## config.mk

```make
export PLATFORM = sky130hd
export DESIGN_NAME = ora_seq_check
export DESIGN_NICKNAME = d
export VERILOG_FILES = /design/src/rtl/ora_seq_check.sv
export SDC_FILE = /design/constraint.sdc
export NUM_CORES = 1
export LEC_CHECK = 0
export BUFFER_PORTS_ARGS = -buffer_cell sky130_fd_sc_hd__buf_2
export CORE_MARGIN = 1.5
export CORE_UTILIZATION = 57
export DETAILED_ROUTE_END_ITERATION = 7
export GPL_TIMING_DRIVEN = 0
export HOLD_SLACK_MARGIN = 0.15
export PLACE_DENSITY = 0.8
export SLEW_MARGIN = 20
export SYNTH_ARGS = -nofsm -noshare
export SYNTH_HDL_FRONTEND = slang
export SYNTH_SLANG_ARGS = --single-unit
```

## constraint.sdc

```tcl
create_clock -name clk -period 2.8 [get_ports clk]
set_input_delay 0.28 -clock clk [delete_from_list [all_inputs] [get_ports clk]]
set_output_delay 0.28 -clock clk [all_outputs]
set_load 0.01 [all_outputs]
```

## src/rtl/ora_seq_check.sv

```systemverilog
// Terminal NoC sink: parses packet headers, checks per-source sequence
// continuity and delivery address, with programmable ready back-pressure.
module ora_seq_check #(
  parameter int N             = 16,
  parameter int NUM_VC        = 2,
  parameter int N_ADDR_WIDTH  = $clog2(N),
  parameter int VC_ADDR_WIDTH = $clog2(NUM_VC),
  parameter int i0_WIDTH      = 32,
  parameter int i0_ID         = 0,
  parameter int i0_NODE       = 15,
  parameter int i0_VC         = 0,
  parameter int NUM_SRC       = 4,
  parameter int READY_PERIOD  = 0,
  parameter int DONE_COUNT    = 1000
) (
  input  logic                    clk,
  input  logic                    rst,
  input  logic [i0_WIDTH-1:0]     i0_data_in,
  input  logic                    i0_valid_in,
  output logic                    i0_ready_out,
  output logic [31:0]             rx_count,
  output logic [15:0]             seq_err_count,
  output logic [15:0]             misroute_count,
  output logic                    err_pulse,
  output logic [N_ADDR_WIDTH-1:0] last_src,
  output logic                    done
);

  localparam int NA  = N_ADDR_WIDTH;
  localparam int VA  = VC_ADDR_WIDTH;
  localparam int W   = i0_WIDTH;
  localparam int DW  = W - 3*NA - 2*VA - 8;
  localparam int IW  = (NUM_SRC > 1) ? $clog2(NUM_SRC) : 1;
  localparam int RCW = (READY_PERIOD > 1) ? $clog2(READY_PERIOD) : 1;

  localparam logic [NA-1:0]  L_NODE = NA'(i0_NODE);
  localparam logic [VA-1:0]  L_VC   = VA'(i0_VC);
  localparam logic [RCW-1:0] RC_TOP = RCW'(READY_PERIOD - 1);
  localparam logic [31:0]    L_DONE = 32'(DONE_COUNT);

  logic [RCW-1:0] r_rc;

  logic          r_cap_valid;
  logic [NA-1:0] r_cap_src;
  logic [NA-1:0] r_cap_dst;
  logic [VA-1:0] r_cap_vc;
  logic [7:0]    r_cap_id;
  logic [DW-1:0] r_cap_data;

  logic          r_tbl_vld [NUM_SRC];
  logic [DW-1:0] r_tbl_exp [NUM_SRC];

  logic          w_acc;
  logic [IW-1:0] w_idx;
  logic          w_seq_err;
  logic          w_mis;
  logic [31:0]   w_rx_nxt;
  logic          w_unused;

  assign w_acc    = i0_valid_in & i0_ready_out;
  assign w_idx    = IW'(r_cap_id);
  assign w_unused = ^i0_data_in[W-1 -: NA+VA];

  assign w_seq_err = r_cap_valid & r_tbl_vld[w_idx] &
                     (r_cap_data != r_tbl_exp[w_idx]);
  assign w_mis     = r_cap_valid &
                     ((r_cap_dst != L_NODE) | (r_cap_vc != L_VC));
  assign w_rx_nxt  = (rx_count == '1) ? rx_count : rx_count + 32'd1;

  // Ready drops for the single cycle following the counter's last value.
  always_ff @(posedge clk or negedge rst) begin
    if (!rst) begin
      r_rc         <= '0;
      i0_ready_out <= 1'b0;
    end else if (READY_PERIOD == 0) begin
      r_rc         <= '0;
      i0_ready_out <= 1'b1;
    end else begin
      r_rc         <= (r_rc == RC_TOP) ? '0 : r_rc + RCW'(1);
      i0_ready_out <= (r_rc != RC_TOP);
    end
  end

  always_ff @(posedge clk or negedge rst) begin
    if (!rst) begin
      r_cap_valid <= 1'b0;
      r_cap_src   <= '0;
      r_cap_dst   <= '0;
      r_cap_vc    <= '0;
      r_cap_id    <= '0;
      r_cap_data  <= '0;
    end else begin
      r_cap_valid <= w_acc;
      if (w_acc) begin
        r_cap_src  <= i0_data_in[W-NA-VA-1 -: NA];
        r_cap_dst  <= i0_data_in[W-2*NA-VA-1 -: NA];
        r_cap_vc   <= i0_data_in[W-3*NA-VA-1 -: VA];
        r_cap_id   <= i0_data_in[DW+7 -: 8];
        r_cap_data <= i0_data_in[DW-1:0];
      end
    end
  end

  // Table write lands at this edge, so a following compare sees it.
  always_ff @(posedge clk or negedge rst) begin
    if (!rst) begin
      for (int i = 0; i < NUM_SRC; i++) begin
        r_tbl_vld[i] <= 1'b0;
        r_tbl_exp[i] <= '0;
      end
      rx_count       <= '0;
      seq_err_count  <= '0;
      misroute_count <= '0;
      err_pulse      <= 1'b0;
      last_src       <= '0;
      done           <= 1'b0;
    end else begin
      err_pulse <= w_seq_err | w_mis;
      if (r_cap_valid) begin
        r_tbl_vld[w_idx] <= 1'b1;
        r_tbl_exp[w_idx] <= r_cap_data + DW'(1);
        rx_count         <= w_rx_nxt;
        last_src         <= r_cap_src;
        if (w_seq_err && seq_err_count != '1)
          seq_err_count <= seq_err_count + 16'd1;
        if (w_mis && misroute_count != '1)
          misroute_count <= misroute_count + 16'd1;
        if (w_rx_nxt >= L_DONE)
          done <= 1'b1;
      end
    end
  end

endmodule
```

After elaboration in Yosys (flattened, before gate mapping)
Cells that the tools add are included.
{ "totals": {"regBits": 137, "latch_bits": 0, "mem_bits_rw": 0, "romBits": 0, "input_bits": 35, "output_inout_bits": 71, "elab_cells": 59, "n_memories": 0} }
{ "op_classes": {"add_sub_neg": 4, "mul": 0, "div_mod_pow": 0, "magnitude_cmp": 3, "n_eq_ne": 5, "n_shift": 0, "mux": 12, "bitwise_logic": 8, "n_reduce_logical": 6} }
{ "ops": {"columns": ["cell", "n"], "rows": [
  ["40-bit bitwise mux", 1],
  ["16-bit by 1-bit adder with 16-bit output, second input constant", 2],
  ["32-bit by 1-bit adder with 32-bit output, second input constant", 1],
  ["32-bit == test, second input constant", 1],
  ["32-bit by 10-bit greater-or-equal comparator with 1-bit output, second input constant", 1],
  ["32-bit two-way mux", 1],
  ["16-bit inequality test, second input constant", 2],
  ["10-bit two-way mux", 3],
  ["10-bit binary-select mux with 2-bit select", 1],
  ["10-bit demux with 2-bit select", 1],
  ["10-bit by 1-bit adder with 10-bit output, second input constant", 1],
  ["10-bit inequality test", 1],
  ["2-bit AND reduction", 3],
  ["1-bit AND", 4],
  ["4-bit inequality test, second input constant", 1],
  ["4-bit OR", 1],
  ["3-bit greater-or-equal comparator, second input constant", 1],
  ["1-bit logical AND", 3],
  ["3-bit by 1-bit < comparator with 1-bit output, second input constant", 1],
  ["1-bit two-way mux", 3],
  ["2-bit inverter with 3-bit output", 1],
  ["1-bit binary-select mux with 2-bit select", 1],
  ["1-bit demux with 2-bit select", 1],
  ["1-bit OR", 2]
]} }

Logic depth before layout (Yosys ltp)
{ "depth": {"depth_word": 8, "depth_mapped": 10, "ltp_nobuf": 8} }

Worst setup path before layout
Ideal clock, no wire load.
{ "synth_timing": {"kind": "register -> register", "startpoint": "register rx_count[0]", "endpoint": "register done", "setup_ps": 126, "arrival_ps": 2196, "t_required_ps": 2674, "setup_slack_ps": 478, "stages_incl_launch_ff": 10, "path_buffers": 1, "period_less_slack_ps": 2322, "path_cell_list": "dfrtp_1 -> ha_1 -> and3_1 -> clkbuf_1 -> nand4_1 -> nor4b_1 -> xor2_1 -> nor3_1 -> nand4_1 -> o32a_1"} }
{ "synth_between": {"elab_chain_cells": 4, "word_cells_on_any_way": 5, "cone_classes": "add/sub (1); order compare (1); eq/ne (1); mux (1); reduce/logical (1)"} }
{ "synth_lines": {"columns": ["element", "line", "rtl"], "rows": [
  ["start, declared", "21", "output logic [31:0] rx_count,"],
  ["start signal, assigned", "122", "rx_count <= w_rx_nxt;"],
  ["32-bit by 1-bit adder with 32-bit output / 32-bit == test (equally long branches)", "68", "assign w_rx_nxt = (rx_count == '1) ? rx_count : rx_count + 32'd1;"],
  ["32-bit two-way mux (*)", "68", null],
  ["32-bit by 10-bit greater-or-equal comparator with 1-bit output (*)", "128", "if (w_rx_nxt >= L_DONE)"],
  ["2-bit AND reduction (no line) (*)", null, null],
  ["end signal, assigned", "116", "done <= 1'b0;"],
  ["end signal, assigned", "129", "done <= 1'b1;"],
  ["end, declared", "26", "output logic done"]
]} }
Mark *: on every way between the ends. The rest lies on a longest branch, timed or not.
A chain may end at the register's enable or synchronous reset.

Worst setup path after layout
Ends and elaborated chain as after synthesis.

==> impl_metrics.ini <==
[logic_synthesis]
avgSynthCellArea_um2 = 10.9
ys_ff_latch = 137
synth_top_family_by_area = simple AND/OR/NAND/NOR gates
yosys.area_share.xor_xnor = 0.112
syn-cell-area_mm2 = 0.00686
synth.top_cell.area_share = 0.500
synth_mux_area_frac = 0.0923
yosys.area.top_type = dfrtp_1
synth_area_leaders = dfrtp_1 50%, xor2_1 6.0%, xnor2_1 5.2%, mux2_2 5.1%, nand2_1 3.8%
synth-simple-area-share = 0.190
synth_top_flop_cell = dfrtp_1
ys_seq_area_frac = 0.500
synth_compound_area_frac = 0.0605
synth_cell_types = 59
synth.most_common_cell = dfrtp_1
postSynthCellCount = 630
synth_edf_count = 0
yosysWarnings = 0
synth_fp_nets = 669
postSynth.asyncResetShare = 1.00
synthAdderAreaFrac = 0.00729
synth_common_cells = 137 x dfrtp_1, 69 x nand2_1, 47 x xor2_1

[timing]
drv_slew = 0
fmax_ghz = 0.378
rsz0062_at_grt = false
hold_viol = 0
tns_ns = 0
worst_pin_slew_ns = 0.820
period_share = 0.945
max_slew_margin = 0.451
period_needed_ns = 2.65
clock_skew_ns = 0.00731
setup_viol = 0

[global_routing]
gr-total-overflow = 0
grt_pass1_vias = 5354
antenna_found_initial = 0
grt_first_pass_wirelength_mm = 26.3
grt_usage = 0.267
grt_max_degree = 85

[die]
core_mm2 = 0.0116
die_y_um = 113
die_area_mm2 = 0.0127
die_w_um = 113
pin_count = 106
initial_core_util = 0.593
num_rows = 39

[finish]
fin_cells = 924
fin_nets = 807
n_antenna_cell = 0
drive_gt1_frac = 0.265
fillerInstances = 828
fin_area_mm2 = 0.00836
area_growth_pct = 21.9

[clocking]
clock-sinks = 137
clock_latency_ns = 0.43
cts_buffer_depth = 2
clkTransAtPathRegs_ns = 0.06
cts_tree = yes
cts-root-buf = clkbuf_16
cts_buffers = 17
htreeDepth = 4

[detailed_routing]
drtIter0Drc = 373
wl_per_cell_um = 17.2
highest-signal-layer = met4
wl_met1_mm = 6.65
drtPass1Iterations = 6
route.antenna.remaining_nets = 0
drc = 0
viasPerCell = 5.82
wl_met2_mm = 7.93
vias = 5374
wl_met3_um = 865
wl_mm = 15.9

[placed_design]
dp_cells = 868
hpwlAfterDp_mm = 11.0
place_area_mm2 = 0.00755
port_buffers = 94
globalplace.congestion = 0.893

[critical_path]
path_class = flip-flop to flip-flop
slowest_stage = dfrtp_1
worst_setup_path_start_kind = flip-flop
worstPathCellList = ha_1 -> and3_1 -> clkbuf_1 -> nand4_1 -> buf_4 -> nor4b_2 -> xor2_1 -> nor3_1 -> nand4_1 -> o32a_1
crit_path_frequent_cell = nand4_1
cp.required_ns = 3.10
crit_path_max_incr_delay_ns = 0.47
cp_max_fo = 7
critPathArrivalTime_ns = 2.95
setup.worst_path.end_class = flip-flop

[power]
combPwrFrac = 0.201
swShare = 0.299
power.total_mw = 6.12
seqPwrFrac = 0.449
vdd.ir_drop.worst_mv = 0.661
powerDensity_mw_per_mm2 = 732
pwr-share-clk = 0.350
p_int_mw = 4.29
power.switching_mw = 1.83
power.leakage_nw = 3.93

[status]
status = finished, final reports clean

[min_path]
hp-class = input port to flip-flop

[run]
drv_cap = 0
==> cells by family (layout without fill, tap and decap cells) <==
family	Yosys count	after routing
other	1	1
AOI/OAI and AO/OA	67	67
DFF	137	137
adders and majority gates	4	4
xor gates and xnor gates	88	88
muxes	43	43
and+or+nand+nor	242	242
buffers and inverters	48	199
==> power groups by stage <==
stage / registers [mW] / logic, mW / clock network, mW
after floorplan: 2.73 / 0.785 / 0
after global placement: 2.72 / 1.14 / 0
after detailed placement: 2.76 / 1.21 / 0
after CTS: 2.74 / 1.24 / 2.17
after global routing: 2.80 / 1.37 / 2.27
final: 2.75 / 1.23 / 2.14
==> path summary, 6_finish.rpt <==
check	from	depth (start not counted)	slack, ns	to
min in group asynchronous	rst	2	0.36	seq_err_count[4]
max	rx_count[0]	10	0.15	done
min	i0_valid_in	3	0.33	r_cap_id[1]
min reg2reg	r_tbl_vld[2]	1	0.46	r_tbl_vld[2]
max reg2reg	rx_count[0]	10	0.15	done
max in group asynchronous	rst	3	1.70	r_cap_data[8]
==> through the flow <==
step | hold WS [ns] | worst slack, ns | utilization
after floorplan | -0.0156 | 0.478 | -
after global placement | 0.445 | -0.282 | 0.650
after detailed placement | 0.223 | 0.0416 | 0.653
after CTS | 0.310 | 0.0303 | 0.721
after global routing | 0.331 | 0.00141 | 0.723
final | 0.328 | 0.153 | 0.723
==> area by class of cell <==
class	instances	area, µm²	area share
Inverter	11	41.3	0.00494
Sequential cell	137	3430	0.410
Buffer	37	214	0.0256
Multi-Input combinational cell	445	3190	0.381
Clock buffer	20	457	0.0546
Tap cell	143	179	0.0214
Clock inverter	12	114	0.0136
Timing Repair Buffer	119	743	0.0889
==> layer usage <==
layer  GRT usage  vias to the layer above
met5           0                        -
met4       0.133                        0
met3      0.0728                       37
met2       0.431                      200
met1       0.334                     2635
li1            -                     2502
==> worst max-delay path: cells and delay by family, from the launching register on <==
kind                       cells  cell delay (ns)
adders and majority gates      1             0.24
xor gates and xnor gates       1             0.10
AOI/OAI and AO/OA              1             0.30
DFF                            1             0.47
and+or+nand+nor                5             0.96
buffers and inverters          2             0.44
==> cells in the final DEF, fill, tap and decap left out, types with 27 or more instances in the layout <==
| cell type | count |
|---|---|
| nand2_1 | 69 |
| mux2_2 | 31 |
| nor2_1 | 38 |
| buf_2 | 102 |
| xor2_1 | 47 |
| dfrtp_1 | 137 |
| nand3_1 | 29 |
| nand4_1 | 27 |
| xnor2_1 | 41 |
| o21ai_0 | 32 |
==> state kept, by name, summed over array words and instances, names as in the netlist, 2 cells and up <==
signal	flops
r_cap_data	10
r_tbl_exp	40
rx_count	32
last_src	4
r_cap_src	4
seq_err_count	16
r_tbl_vld	4
misroute_count	16
r_cap_dst	4
r_cap_id	2
==> timing repair <==
| action | in CTS | in global routing |
|---|---|---|
| resized for setup | 0 | 2 |
| hold buffers | 22 | 0 |
| hold endpoints to repair | 74 | 0 |
| buffers inserted | 0 | 2 |
| setup endpoints to repair | 0 | 1 |
Power figures use the tool's default switching activity.
